===== src/rtl/fifo_drain_pkg.sv =====
`default_nettype none
// ============================================================================
// Module      : fifo_drain_pkg
// Description : Shared types and constants for the FIFO burst-drain consumer.
// Revision    : 1.0 - initial release
// ============================================================================
package fifo_drain_pkg;

  // Drain controller states: waiting for enough data, or popping a burst.
  typedef enum logic {
    IDLE  = 1'b0,
    BURST = 1'b1
  } drain_state_t;

  // Entries in the output skid buffer.
  localparam int SKID_DEPTH = 2;

endpackage : fifo_drain_pkg
`default_nettype wire


===== src/rtl/drain_skid_buf.sv =====
`default_nettype none
// ============================================================================
// Module      : drain_skid_buf
// Description : 2-entry {data,last} skid buffer between the FIFO pop side and
//               the valid/ready output stream. Head entry drives the stream.
// Revision    : 1.0 - initial release
// ============================================================================
module drain_skid_buf
  import fifo_drain_pkg::*;
#(
  parameter int DATA_WIDTH = 8
) (
  input  logic                  clk,
  input  logic                  reset,
  input  logic                  push_i,
  input  logic [DATA_WIDTH-1:0] push_data_i,
  input  logic                  push_last_i,
  input  logic                  pop_i,
  output logic [1:0]            count_o,
  output logic [DATA_WIDTH-1:0] head_data_o,
  output logic                  head_last_o
);

  logic [DATA_WIDTH-1:0] data_q [SKID_DEPTH];
  logic                  last_q [SKID_DEPTH];
  logic                  wr_ptr_q;
  logic                  rd_ptr_q;
  logic [1:0]            count_q;
  logic [1:0]            count_d;
  logic                  push_ok;
  logic                  pop_ok;

  // Guard against writing a full buffer or reading an empty one.
  assign push_ok = push_i && (count_q != 2'(SKID_DEPTH));
  assign pop_ok  = pop_i && (count_q != 2'd0);

  // Occupancy update; simultaneous push and pop leaves the count unchanged.
  always_comb begin
    count_d = count_q;
    case ({push_ok, pop_ok})
      2'b10:   count_d = count_q + 2'd1;
      2'b01:   count_d = count_q - 2'd1;
      default: count_d = count_q;
    endcase
  end

  // Storage, pointers and count; reset discards any buffered words.
  always_ff @(posedge clk) begin
    if (reset) begin
      for (int i = 0; i < SKID_DEPTH; i++) begin
        data_q[i] <= '0;
        last_q[i] <= 1'b0;
      end
      wr_ptr_q <= 1'b0;
      rd_ptr_q <= 1'b0;
      count_q  <= 2'd0;
    end else begin
      if (push_ok) begin
        data_q[wr_ptr_q] <= push_data_i;
        last_q[wr_ptr_q] <= push_last_i;
        wr_ptr_q         <= ~wr_ptr_q;
      end
      if (pop_ok) begin
        rd_ptr_q <= ~rd_ptr_q;
      end
      count_q <= count_d;
    end
  end

  assign count_o     = count_q;
  assign head_data_o = data_q[rd_ptr_q];
  assign head_last_o = last_q[rd_ptr_q];

endmodule : drain_skid_buf
`default_nettype wire


===== src/rtl/fifo_burst_drain.sv =====
`default_nettype none
// ============================================================================
// Module      : fifo_burst_drain
// Description : Pops fixed-length bursts from an upstream synchronous FIFO
//               and presents them on a valid/ready stream with m_last on the
//               final word of each burst. A 2-entry skid buffer keeps the pop
//               path free of any combinational dependence on m_ready.
//               Optional: define FIFO_DRAIN_TIMEOUT_EN to flush a partial
//               burst after TIMEOUT idle cycles with data waiting.
// Revision    : 1.0 - initial release
// ============================================================================
module fifo_burst_drain
  import fifo_drain_pkg::*;
#(
  parameter int DATA_WIDTH = 8,
  parameter int ADDR_WIDTH = 4,
  parameter int FIFO_DEPTH = 16,
  parameter int BURST_LEN  = 4,
  parameter int TIMEOUT    = 16
) (
  input  logic                  clk,
  input  logic                  reset,
  input  logic                  fifo_empty,
  input  logic [ADDR_WIDTH+1:0] fifo_level,
  input  logic [DATA_WIDTH-1:0] fifo_dout,
  output logic                  fifo_rd_en,
  output logic                  m_valid,
  input  logic                  m_ready,
  output logic [DATA_WIDTH-1:0] m_data,
  output logic                  m_last,
  output logic                  busy
);

  localparam int LW = ADDR_WIDTH + 2;
  localparam int RW = $clog2(BURST_LEN + 1);
  localparam logic [LW-1:0] C_BURST_LVL = LW'(BURST_LEN);

  if (BURST_LEN < 1 || BURST_LEN > FIFO_DEPTH) begin : g_chk_burst_len
    $error("BURST_LEN must lie in 1..FIFO_DEPTH");
  end
  if (TIMEOUT < 1) begin : g_chk_timeout
    $error("TIMEOUT must be at least 1");
  end

  drain_state_t  state_q, state_d;
  logic [RW-1:0] remaining_q, remaining_d;
  logic [1:0]    skid_count;
  logic          skid_pop;

`ifdef FIFO_DRAIN_TIMEOUT_EN
  localparam int TW = $clog2(TIMEOUT + 1);
  logic [TW-1:0] idle_timer_q, idle_timer_d;
`endif

  // Next-state, burst counter, idle timer and FIFO pop request.
  always_comb begin
    state_d      = state_q;
    remaining_d  = remaining_q;
    fifo_rd_en   = 1'b0;
`ifdef FIFO_DRAIN_TIMEOUT_EN
    idle_timer_d = idle_timer_q;
`endif
    case (state_q)
      IDLE: begin
        if (fifo_level >= C_BURST_LVL) begin
          state_d      = BURST;
          remaining_d  = RW'(BURST_LEN);
`ifdef FIFO_DRAIN_TIMEOUT_EN
          idle_timer_d = '0;
        end else if (fifo_level == '0) begin
          idle_timer_d = '0;
        end else if (idle_timer_q == TW'(TIMEOUT - 1)) begin
          // Partial flush: level is below BURST_LEN so it fits in remaining.
          state_d      = BURST;
          remaining_d  = RW'(fifo_level);
          idle_timer_d = '0;
        end else if (idle_timer_q != TW'(TIMEOUT)) begin
          idle_timer_d = idle_timer_q + TW'(1);
`endif
        end
      end
      BURST: begin
        // Registered skid count gates the pop, so the skid can never overflow.
        fifo_rd_en = !fifo_empty && (skid_count < 2'(SKID_DEPTH));
`ifdef FIFO_DRAIN_TIMEOUT_EN
        idle_timer_d = '0;
`endif
        if (fifo_rd_en) begin
          remaining_d = remaining_q - RW'(1);
          if (remaining_q == RW'(1)) begin
            state_d = IDLE;
          end
        end
      end
      default: state_d = IDLE;
    endcase
  end

  // State, burst counter and idle timer registers.
  always_ff @(posedge clk) begin
    if (reset) begin
      state_q      <= IDLE;
      remaining_q  <= '0;
`ifdef FIFO_DRAIN_TIMEOUT_EN
      idle_timer_q <= '0;
`endif
    end else begin
      state_q      <= state_d;
      remaining_q  <= remaining_d;
`ifdef FIFO_DRAIN_TIMEOUT_EN
      idle_timer_q <= idle_timer_d;
`endif
    end
  end

  assign skid_pop = m_valid && m_ready;

  drain_skid_buf #(
    .DATA_WIDTH (DATA_WIDTH)
  ) u_skid (
    .clk         (clk),
    .reset       (reset),
    .push_i      (fifo_rd_en),
    .push_data_i (fifo_dout),
    .push_last_i (remaining_q == RW'(1)),
    .pop_i       (skid_pop),
    .count_o     (skid_count),
    .head_data_o (m_data),
    .head_last_o (m_last)
  );

  assign m_valid = (skid_count != 2'd0);
  assign busy    = (state_q != IDLE) || (skid_count != 2'd0);

endmodule : fifo_burst_drain
`default_nettype wire


===== config.mk =====
export PLATFORM = sky130hd
export DESIGN_NAME = fifo_burst_drain
export DESIGN_NICKNAME = d
export VERILOG_FILES = /design/src/rtl/fifo_drain_pkg.sv /design/src/rtl/drain_skid_buf.sv /design/src/rtl/fifo_burst_drain.sv
export SDC_FILE = /design/constraint.sdc
export NUM_CORES = 1
export LEC_CHECK = 0
export BUFFER_PORTS_ARGS = -buffer_cell sky130_fd_sc_hd__buf_2
export CORE_AREA = 2 2 46 59
export DETAILED_ROUTE_END_ITERATION = 8
export DIE_AREA = 0 0 48 61
export PLACE_DENSITY = 0.83
export SYNTH_ARGS = -nofsm -noshare
export SYNTH_HDL_FRONTEND = slang
export SYNTH_HIERARCHICAL = 1
export SYNTH_SLANG_ARGS = --single-unit

===== constraint.sdc =====
create_clock -name clk -period 3.7 [get_ports clk]
set_input_delay 0.74 -clock clk [delete_from_list [all_inputs] [get_ports clk]]
set_output_delay 0.74 -clock clk [all_outputs]
set_load 0.02 [all_outputs]

==> summary.txt, run 1 <==
Global route
  • Largest net degree at the start of global routing: 22
  • GRT Total Usage: 16.0%
  • Initial antenna violation count: 0
  • Grt ovf: 0
  • Vias in the first global route: 803
  • Global-route wire length before repair: 3330 microns

STA
  • Final Hold Viols: 0
  • TNS Setup: 0 ns
  • Count of final setup violators: 0
  • Fin crit share: 64.8%
  • Hold Slack: 0.521 ns
  • Actual slew at the worst max-slew pin: 0.568 ns
  • Period minus WS final: 2.40 ns
  • Fmax: 0.417 GHz
  • Skew final: 0.00379 ns
  • Final Max Slew Viols: 0
  • RSZ-0062 raised after global routing: no
  • Setup ws final: 1.30 ns
  • Slew headroom: 61.8%

Place
  • Placed insts: 164
  • DP Wirelength: 1450 microns
  • Count of input and output buffers: 27
  • Placed cell areas: 0.00141 sq mm
  • Placer Congestion: 0.708
  • Place WS: 1.03 ns

Synth
  • Cell Area, Synth: 0.00125 sq mm
  • Ys Warns: 6
  • Share of the yosys chip area belonging to registers: 57.8%
  • Syn Inst Count: 107
  • Synthesized flop and latch total: 27
  • Netlist cell types: 30
  • Syn nets: 128
  • Mean post-synth cell area: 11.6 sq um

Clocking
  • Clock Root Buffer: clkbuf_4
  • H-tree Lvls: 1
  • Hold buffers post-CTS: 0
  • Post-CTS Setup Bufs: 0
  • Clock buffer depth: 2
  • CTS Buf Count: 3
  • Worst-skew pair later-pin latency: 0.31 ns
  • CTS tree: built
  • Clk sink count: 27
  • CTS clk-pin slew, worst paths: 0.13 ns
  • Post-CTS sizing: 0

Critical path
  • Crit end category: primary output
  • Worst reg2reg startpoint: state_q$_SDFF_PP0_
  • Reg2reg setup slack: 1.46 ns
  • Critical path arrival: 1.66 ns
  • Max FO, Critical Path: 7
  • Kind of critical path: input pin to primary output
  • Worst r2r dst: u_skid/data_q[0][2]$_SDFFCE_PN0P_
  • Cells on worst reg2reg path: 4
  • CP startpoint kind: input pin
  • Data required, critical path: 2.96 ns

Floorplan
  • Initial Utilization: 52.4%
  • Core area: 0.00238 sq mm
  • Die area: 0.00293 sq mm
  • Die H: 61 microns
  • # rows: 20
  • I/O pin count: 30
  • Die span in x: 48 microns

Detailed routing
  • DRC: 0
  • Drt first pass iters: 4
  • Detailed Route Iter0 Violations: 15
  • Vias after detailed routing: 858
  • Detail Route Antenna Nets: 0
  • Avg WL per Cell: 12.5 microns
  • Vias per Instance: 5.11
  • Total Routed Length: 2100 microns

Pwr
  • Final Power: 0.571 mW
  • Power density over the cells: 398 mW/mm^2
  • Worst IR Drop VDD: 0.277 mV
  • Lkg Pwr: 0.587 nW

Run
  • Max Cap Viol: 0

Final layout
  • Fin util: 60.4%
  • Commonest non-fill, non-tap cell in the layout: buf_2
  • ANT cells: 0
  • Fin cells: 168
  • Final instance area: 0.00144 sq mm
  • Fillcell total: 192
  • Share of post-route cells with drive strength above 1: 33.3%
  • Final #Nets: 157
  • Layout area overhead: 15.3%
  • Commonest non-fill, non-tap cells in the layout: buf_2 (27), nor2_1 (22), edfxtp_1 (18)

Min path
  • Worst Hold Class: register to register
  • Hold Path End: remaining_q[1]$_SDFFE_PP0P_
  • Worst hold start: remaining_q[1]$_SDFFE_PP0P_
  • Worst hold path depth: 2

Outcome
  • Status: finished clean
state kept, by name, summed over array words and instances, names as in the netlist, named ones only:
register         count
remaining_q          3
state_q              1
u_skid/count_o       2
u_skid/last_q        2
u_skid/wr_ptr_q      1
u_skid/rd_ptr_q      1
u_skid/data_q       16
Yosys cell counts (all sizes together):
cell	count	area (sq um)
nor4	1	6.26
xor2	2	17.5
o21a	1	7.51
or3b	1	8.76
a21bo	1	10.0
and2	1	6.26
buf	2	10.0
nor2	22	82.6
o21ba	1	10.0
nor2b	1	6.26
a221oi	1	8.76
or3	3	18.8
dfxtp	9	180
nand3b	1	7.51
nand3	1	10.0
nand2b	13	83.8
clkbuf	1	3.75
inv	4	15.0
o21ai	1	5.00
edfxtp	18	541
nor4bb	1	10.0
mux2	9	101
or2	1	6.26
xnor2	2	17.5
o211ai	1	7.51
o41ai	1	8.76
ha	3	37.5
nand2	1	3.75
a21oi	3	15.0
area by class of cell:
type | count | area, sq um | area share, %
Tap cell | 33 | 41.3 | 2.87
Clock buffer | 3 | 22.5 | 1.57
Timing Repair Buffer | 27 | 135 | 9.41
Sequential cell | 27 | 721 | 50.2
Inverter | 4 | 15.0 | 1.05
Clock inverter | 1 | 5.00 | 0.348
Multi-Input combinational cell | 73 | 497 | 34.6
report_power, final:
part / total [mW] / switching, mW / internal [mW]
Clock: 0.119 / 0.0786 / 0.0404
Combinational: 0.0981 / 0.0551 / 0.0430
Sequential: 0.354 / 0.0121 / 0.342
routing by layer:
layer | track usage (%) | part of all wire, %
met2 | 28.4 | 53
met1 | 18.7 | 42
met5 | 0 | 0
met4 | 5.41 | 0.57
met3 | 2.98 | 4.3
how the worst max path moves through the flow:
stage / from / end / slack, ns / cells after the start
floorplan: fifo_empty / u_skid/count_o[1]$_SDFFE_PP0P_ / 1.35 / 6
global placement: fifo_empty / u_skid/data_q[0][0]$_SDFFCE_PN0P_ / 1.09 / 5
detailed placement: fifo_empty / u_skid/data_q[0][0]$_SDFFCE_PN0P_ / 1.03 / 5
CTS: fifo_empty / fifo_rd_en / 1.29 / 4
global route: fifo_empty / fifo_rd_en / 1.22 / 4
finish: fifo_empty / fifo_rd_en / 1.30 / 4
critical path: stages:
cell and delay (ns):
buf_2 0.11, or3b_1 0.39, inv_1 0.21, buf_2 0.21
kinds of logic after synthesis:
logic type | Yosys count | synth area share, %
AND/OR/NAND/NOR | 47 | 20.1
flip-flops | 27 | 57.8
AO/OA/AOI/OAI | 10 | 5.82
multiplexers | 9 | 8.13
buffers and inverters | 7 | 2.31
XOR/XNOR | 4 | 2.81
adder cells (fa/ha/maj) | 3 | 3.01
No activity file was read; power rests on OpenSTA's default activity.
==> inputs of run 2 (changes only) <==
- ABC_AREA: not set -> 1
- CORE_AREA: 2 2 46 59 -> 2 2 51 65
- DIE_AREA: 0 0 48 61 -> 0 0 53 67
- PLACE_DENSITY: 0.83 -> 0.76
- clock period: 3.7 -> 2.1 ns (I/O delays scaled with it)
==> run 2 against run 1 <==
Effect of this change: clock skew about the same; sequential share of layout area shrank 2.8 points; via count grew 7.9%; design area up 5.8%; global-route usage decreased by 1.6 points; cell count grew 17%; worst hold slack lost 0.21 ns; core utilization shrank 7.8 points; synthesized area grew 5.5%; worst setup slack worse by 1.1 ns; register-to-register slack got worse by 1.0 ns; synthesized cell count increased by 21%.
==> summary.txt, run 2 <==
Outcome
  • Status: finished clean (unchanged)

Synth
  • Main synth FF type: edfxtp_1 (unchanged)
  • Netlist cell types: 24 (was 30)
  • Ys Warns: 6 (unchanged)
  • Post-synth EDFFs: 18 (unchanged)
  • Area leader, netlist: edfxtp_1 (unchanged)
  • Syn nets: 151 (was 128)
  • Most common cell in the netlist: nor2_1 (unchanged)
  • Synth top area share: 41.1% (was 43.4%)
  • Mean post-synth cell area: 10.1 sq um (was 11.6 sq um)
  • Synthesized flop and latch total: 27 (unchanged)
  • Ranking of synthesized cells by area: edfxtp_1 (41%), dfxtp_1 (14%), mux2_2 (7.7%) (was edfxtp_1 (43%), dfxtp_1 (14%), mux2_2 (8.1%))
  • Commonest cells post-synth: nor2_1 (21), inv_1 (20), edfxtp_1 (18) (was nor2_1 (22), edfxtp_1 (18), nand2b_1 (12))
  • Post-synth ARST share: 0% (unchanged)
  • Cell Area, Synth: 0.00132 sq mm (was 0.00125 sq mm)
  • Share of the yosys chip area belonging to registers: 54.8% (was 57.8%)
  • Syn Inst Count: 130 (was 107)

Final layout
  • Fillcell total: 270 (was 192)
  • Final #Nets: 183 (was 157)
  • Layout area overhead: 15.6% (was 15.3%)
  • Commonest non-fill, non-tap cells in the layout: buf_2 (27), nor2_1 (21), inv_1 (20) (was buf_2 (27), nor2_1 (22), edfxtp_1 (18))
  • Fin cells: 197 (was 168)
  • ANT cells: 0 (unchanged)
  • Largest register by flop count: u_skid/data_q (unchanged)
  • Largest registers: u_skid/data_q: 16 flops, remaining_q: 3 flops (unchanged)
  • Final instance area: 0.00152 sq mm (was 0.00144 sq mm)
  • Max FFs per register: 16 (unchanged)
  • Commonest non-fill, non-tap cell in the layout: buf_2 (unchanged)
  • Share of post-route cells with drive strength above 1: 37.3% (was 33.3%)

Detailed routing
  • Vias per Instance: 4.70 (was 5.11)
  • DRC: 0 (unchanged)
  • Total Routed Length: 2270 microns (was 2100 microns)
  • Drt first pass iters: 5 (was 4)
  • Vias after detailed routing: 926 (was 858)
  • Avg WL per Cell: 11.5 microns (was 12.5 microns)
  • Detail Route Antenna Nets: 0 (unchanged)
  • Detailed Route Iter0 Violations: 7 (was 15)

Clocking
  • Clock buffer depth: 2 (unchanged)
  • Post-CTS Setup Bufs: 0 (unchanged)
  • CTS tree: built (unchanged)
  • Post-CTS sizing: 0 (unchanged)
  • Hold buffers post-CTS: 0 (unchanged)
  • CTS clk-pin slew, worst paths: 0.13 ns (about the same)
  • Clk sink count: 27 (unchanged)
  • Worst-skew pair later-pin latency: 0.31 ns (about the same)
  • Clock Root Buffer: clkbuf_4 (unchanged)
  • H-tree Lvls: 1 (unchanged)
  • CTS Buf Count: 3 (unchanged)

Global route
  • Initial antenna violation count: 0 (unchanged)
  • Global-route wire length before repair: 3780 microns (was 3330 microns)
  • Vias in the first global route: 912 (was 803)
  • Grt ovf: 0 (unchanged)
  • Largest net degree at the start of global routing: 15 (was 22)
  • GRT Total Usage: 14.4% (was 16.0%)

Critical path
  • CP startpoint kind: register (was input pin)
  • Cells on worst reg2reg path: 7 (was 4)
  • Worst reg2reg startpoint: u_skid/count_o[1]$_SDFFE_PP0P_ (was state_q$_SDFF_PP0_)
  • Data required, critical path: 1.68 ns (was 2.96 ns)
  • CP Buf/Inv Count: 1 (was 3)
  • Max incr delay on CP: 0.59 ns (was 0.39 ns)
  • Sequence of cells on the critical path: mux2_2 -> buf_2 (was buf_2 -> or3b_1 -> inv_1 -> buf_2)
  • Crit end category: primary output (unchanged)
  • Top delay family on crit path: flip-flops (was buffers and inverters)
  • Worst r2r dst: u_skid/last_q[0]$_SDFFCE_PN0P_ (was u_skid/data_q[0][2]$_SDFFCE_PN0P_)
  • CP max stage cell: dfxtp_1 (was or3b_1)
  • Critical path arrival: 1.45 ns (was 1.66 ns)
  • Max FO, Critical Path: 9 (was 7)
  • Kind of critical path: register to primary output (was input pin to primary output)
  • Reg2reg setup slack: 0.43 ns (was 1.46 ns)

STA
  • RSZ-0062 raised after global routing: no (unchanged)
  • Final Hold Viols: 0 (unchanged)
  • TNS Setup: 0 ns (unchanged)
  • Period minus WS final: 1.87 ns
  • Fin crit share: 89.0%
  • Setup ws final: 0.231 ns (was 1.30 ns)
  • Slew headroom: 73.1% (was 61.8%)
  • Actual slew at the worst max-slew pin: 0.403 ns (was 0.568 ns)
  • Fmax: 0.535 GHz
  • Final Max Slew Viols: 0 (unchanged)
  • Count of final setup violators: 0 (unchanged)
  • Skew final: 0.00341 ns (was 0.00379 ns)

Floorplan
  • Initial Utilization: 45.5% (was 52.4%)
  • Die span in x: 53 microns (was 48 microns)
  • I/O pin count: 30 (unchanged)
  • # rows: 22 (was 20)
  • Die area: 0.00355 sq mm (was 0.00293 sq mm)
  • Die H: 67 microns (was 61 microns)
  • Core area: 0.00289 sq mm (was 0.00238 sq mm)

Min path
  • Worst hold path depth: 2 (unchanged)
  • Hold Path End: remaining_q[1]$_SDFFE_PP0P_ (unchanged)
  • Worst hold start: reset (was remaining_q[1]$_SDFFE_PP0P_)
  • Worst Hold Class: input pin to register (was register to register)

Place
  • Placed insts: 193 (was 164)
  • Placed cell areas: 0.00149 sq mm (was 0.00141 sq mm)
  • Count of input and output buffers: 27 (unchanged)
  • DP Wirelength: 1780 microns (was 1450 microns)
  • Placer Congestion: 0.704 (was 0.708)
  • Place WS: 0.335 ns (was 1.03 ns)

Pwr
  • Worst IR Drop VDD: 0.319 mV (was 0.277 mV)
  • Lkg Pwr: 0.696 nW (was 0.587 nW)
  • Power density over the cells: 657 mW/mm^2 (was 398 mW/mm^2)

Run
  • Max Cap Viol: 0 (unchanged)
run 2: how the worst max path moves through the flow:
stage,startpoint,to,slack [ns],cells after the start
after CTS,register,m_data[3],0.20,2
final,register,m_data[3],0.23,2
after global placement,fifo_empty,u_skid/data_q[0][2]$_SDFFCE_PN0P_,0.39,8
after global routing,register,m_data[3],0.15,2
after floorplan,u_skid/count_o[1]$_SDFFE_PP0P_,u_skid/data_q[0][0]$_SDFFCE_PN0P_,0.44,8
after detailed placement,fifo_empty,u_skid/data_q[0][4]$_SDFFCE_PN0P_,0.33,8
run 2: per-layer routing:
layer  part of all wire (%)  GRT usage (%)  up-vias
li1                       -              -      482
met1                     40           15.1      414
met2                     53           28.6       28
met3                    5.7           2.02        2
met4                   0.57           3.85        0
met5                      0              0        -
run 2: kinds of logic after synthesis:
| family | after synthesis | synth area share, % |
|---|---|---|
| adders and majority gates | 3 | 2.85 |
| muxes | 9 | 7.71 |
| AOI/OAI and AO/OA | 9 | 4.09 |
| buffers and inverters | 25 | 7.90 |
| and+or+nand+nor | 57 | 22.6 |
| DFF | 27 | 54.8 |
run 2: where the power goes:
group | leakage, nW | internal, mW | switching (mW) | total, mW
registers | 0.261 | 0.598 | 0.0220 | 0.620
clock network | 0.0150 | 0.0741 | 0.139 | 0.213
logic | 0.420 | 0.0641 | 0.101 | 0.165
run 2: final cells by class:
class                   instances  area, sq um  share of cell area [%]
inverters                      23         87.6                    5.76
clock buffers                   4         26.3                    1.73
repair buffers                 29          150                    9.88
well taps                      36         45.0                    2.96
multi-input cells              78          490                    32.3
flip-flops and latches         27          721                    47.4
run 2: stage by stage:
stage	power, mW	hold slack, ns	util [%]
2_1_floorplan	0.744	0.461	-
3_3_place_gp	0.789	0.477	51.7
3_5_place_dp	0.799	0.491	51.7
4_1_cts	1.02	0.301	52.6
5_1_grt	1.05	0.305	52.6
6_report	0.998	0.314	52.6
run 2: worst reg2reg max path, delay by kind of cell (launching register included):
family,cells,cell delay [ns]
buffers and inverters,1,0.13
DFF,1,0.43
and+or+nand+nor,6,0.78
